`src/rtl/buffer_ptr_ctrl.sv`:
```
// buffer_ptr_ctrl: wrap-at-DEPTH read/write pointer pair with occupancy, flags and sticky errors; PTR_ALMOST_FLAGS_EN adds almost_full/almost_empty.
module buffer_ptr_ctrl #(
  parameter int DEPTH  = 4,
  parameter int PTR_W  = 2,
  parameter int AF_LVL = DEPTH - 1,
  parameter int AE_LVL = 1
) (
  input  logic             clk,
  input  logic             rst,
  input  logic             clr,
  input  logic             wr_en,
  input  logic             rd_en,
  output logic [PTR_W-1:0] wr_ptr,
  output logic [PTR_W-1:0] rd_ptr,
  output logic [PTR_W:0]   count,
  output logic             full,
  output logic             empty,
  output logic             ovf,
  output logic             udf,
  output logic             almost_full,
  output logic             almost_empty
);
  localparam logic [PTR_W-1:0] LAST = PTR_W'(DEPTH - 1);
  logic             wr_acc, rd_acc;
  logic [PTR_W-1:0] wr_nxt, rd_nxt;
  logic [PTR_W:0]   cnt_nxt;
  always_comb begin
    wr_acc  = wr_en & ~full;
    rd_acc  = rd_en & ~empty;
    wr_nxt  = ~wr_acc ? wr_ptr : (wr_ptr == LAST) ? '0 : wr_ptr + 1'b1;
    rd_nxt  = ~rd_acc ? rd_ptr : (rd_ptr == LAST) ? '0 : rd_ptr + 1'b1;
    cnt_nxt = count + {{PTR_W{1'b0}}, wr_acc} - {{PTR_W{1'b0}}, rd_acc};
  end
  // flags come from cnt_nxt so they always agree with the registered count
  always_ff @(posedge clk or posedge rst) begin
    if (rst) begin
      wr_ptr <= '0;
      rd_ptr <= '0;
      count  <= '0;
      full   <= 1'b0;
      empty  <= 1'b1;
      ovf    <= 1'b0;
      udf    <= 1'b0;
    end else if (clr) begin
      wr_ptr <= '0;
      rd_ptr <= '0;
      count  <= '0;
      full   <= 1'b0;
      empty  <= 1'b1;
      ovf    <= 1'b0;
      udf    <= 1'b0;
    end else begin
      wr_ptr <= wr_nxt;
      rd_ptr <= rd_nxt;
      count  <= cnt_nxt;
      full   <= cnt_nxt == (PTR_W+1)'(DEPTH);
      empty  <= cnt_nxt == '0;
      ovf    <= ovf | (wr_en & full);
      udf    <= udf | (rd_en & empty);
    end
  end
`ifdef PTR_ALMOST_FLAGS_EN
  always_ff @(posedge clk or posedge rst) begin
    if (rst) begin
      almost_full  <= 1'b0;
      almost_empty <= 1'b1;
    end else if (clr) begin
      almost_full  <= 1'b0;
      almost_empty <= 1'b1;
    end else begin
      almost_full  <= cnt_nxt >= (PTR_W+1)'(AF_LVL);
      almost_empty <= cnt_nxt <= (PTR_W+1)'(AE_LVL);
    end
  end
`else
  assign almost_full  = 1'b0;
  assign almost_empty = 1'b0;
`endif
endmodule

```
`config.mk`:
```
export PLATFORM = sky130hd
export DESIGN_NAME = buffer_ptr_ctrl
export DESIGN_NICKNAME = d
export VERILOG_FILES = /design/src/rtl/buffer_ptr_ctrl.sv
export SDC_FILE = /design/constraint.sdc
export NUM_CORES = 1
export LEC_CHECK = 0
export ABC_AREA = 1
export BUFFER_PORTS_ARGS = -buffer_cell sky130_fd_sc_hd__buf_2
export CAP_MARGIN = 20
export CORE_MARGIN = 4
export CORE_UTILIZATION = 35
export CTS_CLUSTER_DIAMETER = 30
export DETAILED_ROUTE_END_ITERATION = 10
export PLACE_DENSITY = 0.6
export SLEW_MARGIN = 20
export SYNTH_ARGS = -nofsm -noshare
export SYNTH_HDL_FRONTEND = slang
export SYNTH_SLANG_ARGS = --single-unit
```
`constraint.sdc`:
```
create_clock -name clk -period 1.7 [get_ports clk]
set_input_delay 0.425 -clock clk [delete_from_list [all_inputs] [get_ports clk]]
set_output_delay 0.425 -clock clk [all_outputs]
set_load 0.02 [all_outputs]
```
==> After elaboration in Yosys (flattened, before gate mapping) <==
Index checks and enable logic that the tools add are counted.
{ "op_classes": {"addsub": 4, "eq_ne": 3, "muxes": 11, "bitwise": 8, "reduce_logical": 3} }
{ "op_table": {"columns": ["op", "n"], "rows": [
  ["$mux 2", 6],
  ["$add 2x1->2 const B", 2],
  ["$and 1x1->1", 4],
  ["$eq 2x2->1 const B", 2],
  ["$mux 1", 4],
  ["$reduce_bool 2->1", 2],
  ["$add 3x1->3", 1],
  ["$eq 3x3->1 const B", 1],
  ["$logic_not 3->1", 1],
  ["$mux 3", 1],
  ["$sub 3x1->3", 1],
  ["$not 1->1", 2],
  ["$or 1x1->1", 2]
]} }
{ "word_totals": {"regBits": 11, "inputBits": 5, "output_inout_bits": 13, "elab_cells": 36} }

==> Logic depth before layout (Yosys ltp) <==
{ "logic_depth": {"ltp_word": 6, "ltp_mapped": 13, "depth_no_buf": 13} }

==> Worst setup path before layout <==
Ideal clock, no wire load.
{ "synth_path": {"path_kind": "reg-to-reg", "startpoint": "reg empty", "endpoint": "reg empty", "setup_ps": 60, "arrival_time_ps": 1860, "required_time_ps": 1640, "slack_ps": -220, "stages_incl_launch_ff": 11, "n_path_buf": 0, "period_less_slack_ps": 1920, "path_cell_list": "dfstp_2 > nor2_2 > ha_1 > inv_1 > ha_1 > inv_1 > fa_1 > nand2_1 > inv_1 > nand2_1 > nand2_1"} }
{ "synth_via": {"elab_chain_cells": 5} }
{ "synth_rtl": {"columns": ["item", "line_no", "text"], "rows": [
  ["start, declared", "17", "output logic empty,"],
  ["start signal, assigned", "41", "empty <= 1'b1;"],
  ["start signal, assigned", "49", "empty <= 1'b1;"],
  ["start signal, assigned", "57", "empty <= cnt_nxt == '0;"],
  ["$not 1->1", "29", "rd_acc = rd_en & ~empty;"],
  ["$and 1x1->1", "29", null],
  ["$sub 3x1->3", "32", "cnt_nxt = count + {{PTR_W{1'b0}}, wr_acc} - {{PTR_W{1'b0}}, rd_acc};"],
  ["$logic_not 3->1", "57", null],
  ["$mux 1", "44", "end else if (clr) begin"]
]} }
No other way between the ends.
A chain may end at the register's enable or synchronous reset.

==> Worst setup path after layout <==
{ "layout_path": {"startpoint": "reg full", "endpoint": "reg count[1]"} }
{ "layout_via": {"elab_chain_cells": 5} }
{ "layout_rtl": {"columns": ["item", "line_no", "text"], "rows": [
  ["start, declared", "16", "output logic full,"],
  ["start signal, assigned", "56", "full <= cnt_nxt == (PTR_W+1)'(DEPTH);"],
  ["$not 1->1", "28", "wr_acc = wr_en & ~full;"],
  ["$and 1x1->1", "28", null],
  ["$add 3x1->3", "32", null],
  ["$sub 3x1->3", "32", null],
  ["$mux 3", "44", null],
  ["end signal, assigned", "55", "count <= cnt_nxt;"],
  ["end, declared", "15", "output logic [PTR_W:0] count,"]
]} }
No other way between the ends.

==> impl_metrics.yaml <==
logic_synthesis:
  netlist_area_sq_um: 577
  seq_area_frac_synth_pct: 47.9
  syn_area_per_cell_sq_um: 8.74
  synthCells: 66
  yosysUniqueCellTypes: 18
  synth_seq_cells: 11
  yosysWarnings: 0
  synth_area_leaders: "dfrtp_1 43%, inv_1 9.1%, ha_1 8.7%"
  yosys.area.top_type_share_pct: 43.4
  synth_area_leader_cell: "dfrtp_1"
placed_design:
  dp.cells: 102
  dp_hpwl_um: 862
  io_buffers: 15
  placed_cell_area_sq_um: 711
  gp_congestion: 0.700
floorplan:
  die_area_sq_um: 2360
  start_util_pct: 37.8
  num_rows: 14
  die_y_um: 48.6
  coreArea_sq_um: 1520
  fp.dieW_um: 48.6
  io_pins: 18
drt:
  dr.pass1.iters: 2
  drtIter0Drc: 2
  drc: 0
  viasPerCell: 4.46
  num_vias: 500
  wl_per_cell_um: 11.1
  routed_wl_um: 1240
  ant_nets: 0
final_layout:
  drive_gt1_share_pct: 53.1
  n_fill_cell: 143
  seqCellArea_sq_um: 277
  num_antenna_cells: 0
  final_cells: 112
  nets: 107
  multiInputGateArea_sq_um: 280
  syn2layout_area_growth_pct: 43.0
  final_area_sq_um: 825
status:
  status: "finished with violations"
  violations: "negative setup slack"
cts:
  clk_latency_ns: 0.27
  root_buffer: "clkbuf_4"
  numCtsBuffers: 3
  cts_buffer_depth: 2
  hold_buffers: 0
  cts.sinks: 11
  htree_num_levels: 1
  path_clk_slew_ns: 0.07
  cts_tree: "done"
worst_setup_path:
  crit_chain: "nor2_2 > inv_2 > ha_4 > inv_2 > ha_4 > inv_2 > fa_2 > buf_4 > nor2_4"
  crit_type: "reg2reg"
  crit_arrival_ns: 2.06
  critPathMaxFanout: 2
  worst_ep_required_time_ns: 1.91
  cp_slowest_cell: "fa_2"
  cp_num_buf_inv: 4
  cp_common_cell: "inv_2"
  slowest_delay_ns: 0.44
  critical_path.endpoint_type: "flop"
  cp-start-kind: "flop"
  crit_family: "adder cells"
sta:
  clock_skew_ns: 0.00391
  fin_crit_ns: 1.85
  report.final.slew_viol_count: 0
  grt_setup_unrepaired: "yes"
  finalWorstSetupSlack_ns: -0.152
  setup_violations: 4
  period_share_pct: 109
  tns_ns: -0.418
  hold_violations: 0
  fmax_mhz: 540
hold_path:
  hold_path_class: "in2async"
power_and_ir_drop:
  power_mw: 1.36
  worst_ir_drop_vdd_mv: 0.984
  leakage_nw: 0.459
  powerDensity_nw_per_um2: 1650
global_routing:
  grt_pass1_vias: 514
  grt_overflow: 0
  antenna_found_initial: 0
  grtUsageTotal_pct: 11.8
  grt_pass1_wl_um: 2100
  grt_max_degree: 12
run:
  cap_violations: 0
==> Yosys cell counts <==
| cell | count |
|---|---|
| nand2_1 | 6 |
| o21ai_1 | 2 |
| nor2_2 | 3 |
| inv_1 | 14 |
| o21ai_0 | 2 |
| dfstp_2 | 1 |
| nand2_2 | 2 |
| a21oi_1 | 2 |
| nand3_1 | 3 |
| nor2_1 | 10 |
| o21ai_2 | 1 |
| nand3_2 | 1 |
| buf_4 | 2 |
| ha_1 | 4 |
| dfrtp_1 | 10 |
| fa_1 | 1 |
| conb_1 | 1 |
| inv_2 | 1 |
==> final timing paths <==
check                      from        end  slack (ns)  depth (start not counted)
hold reg to reg             ovf        ovf        0.50                          2
hold / removal              rst  rd_ptr[0]        0.14                          2
setup / recovery           full   count[1]       -0.15                          9
max in group asynchronous   rst      empty        1.22                          2
min in group clk            clr   count[1]        0.40                          2
setup reg to reg           full   count[1]       -0.15                          9
==> through the flow <==
stage,setup slack [ns],utilization [%],hold WS [ns]
detailed placement,-0.306,46.6,0.449
global route,-0.221,54.1,0.152
CTS,-0.134,51.6,0.144
finish,-0.152,54.1,0.140
floorplan,-0.206,-,0.277
global placement,-0.305,46.6,0.442
==> per-layer routing <==
layer / track usage (%) / routed length (um)
met1: 12.5 / 525
met2: 20.0 / 608
met3: 5.21 / 95
met4: 5.38 / 9
met5: 0 / 0
==> cell usage in the layout, fill, tap and decap left out, types with 3 or more instances in the layout <==
master / count
buf_2: 15
buf_4: 12
dfrtp_1: 10
nor2_1: 9
inv_1: 8
inv_2: 7
nand2_1: 5
nand2_2: 3
clkbuf_4: 3
==> sequential cells by signal (all words and copies together), names as in the netlist <==
name / count
count: 3
empty: 1
full: 1
ovf: 1
rd_ptr: 2
udf: 1
wr_ptr: 2
==> worst register-to-register path, delay by kind of cell (launching register included) <==
kind / cells / cell delay [ns]
adders and majority gates: 3 / 0.84
buffers and inverters: 4 / 0.31
DFF: 1 / 0.40
and+or+nand+nor: 2 / 0.23
==> power by group <==
group	switching [mW]	internal, mW
Combinational	0.416	0.340
Clock	0.0941	0.0910
Sequential	0.0682	0.347
==> timing repair <==
item | 4_1_cts | 5_1_grt
gates resized for setup | 11 | 3
buffers inserted | 2 | 4
endpoints found under the setup margin | 4 | 4
pin swaps | 8 | 6
gates cloned | 0 | 0
==> cells by family after synthesis <==
family | synth area share [%]
DFF | 47.9
AOI/OAI and AO/OA | 6.72
and+or+nand+nor | 20.2
other | 0.650
adders and majority gates | 12.1
buffers and inverters | 12.4
==> layout make-up <==
type	instances	share of cell area [%]
multi-input combinational	39	34.0
sequential	11	33.5
timing repair buffer	27	20.0
inverter	15	6.83
clock buffer	4	3.19
tap	16	2.43
Note: power is estimated with default switching activity, not from simulation.
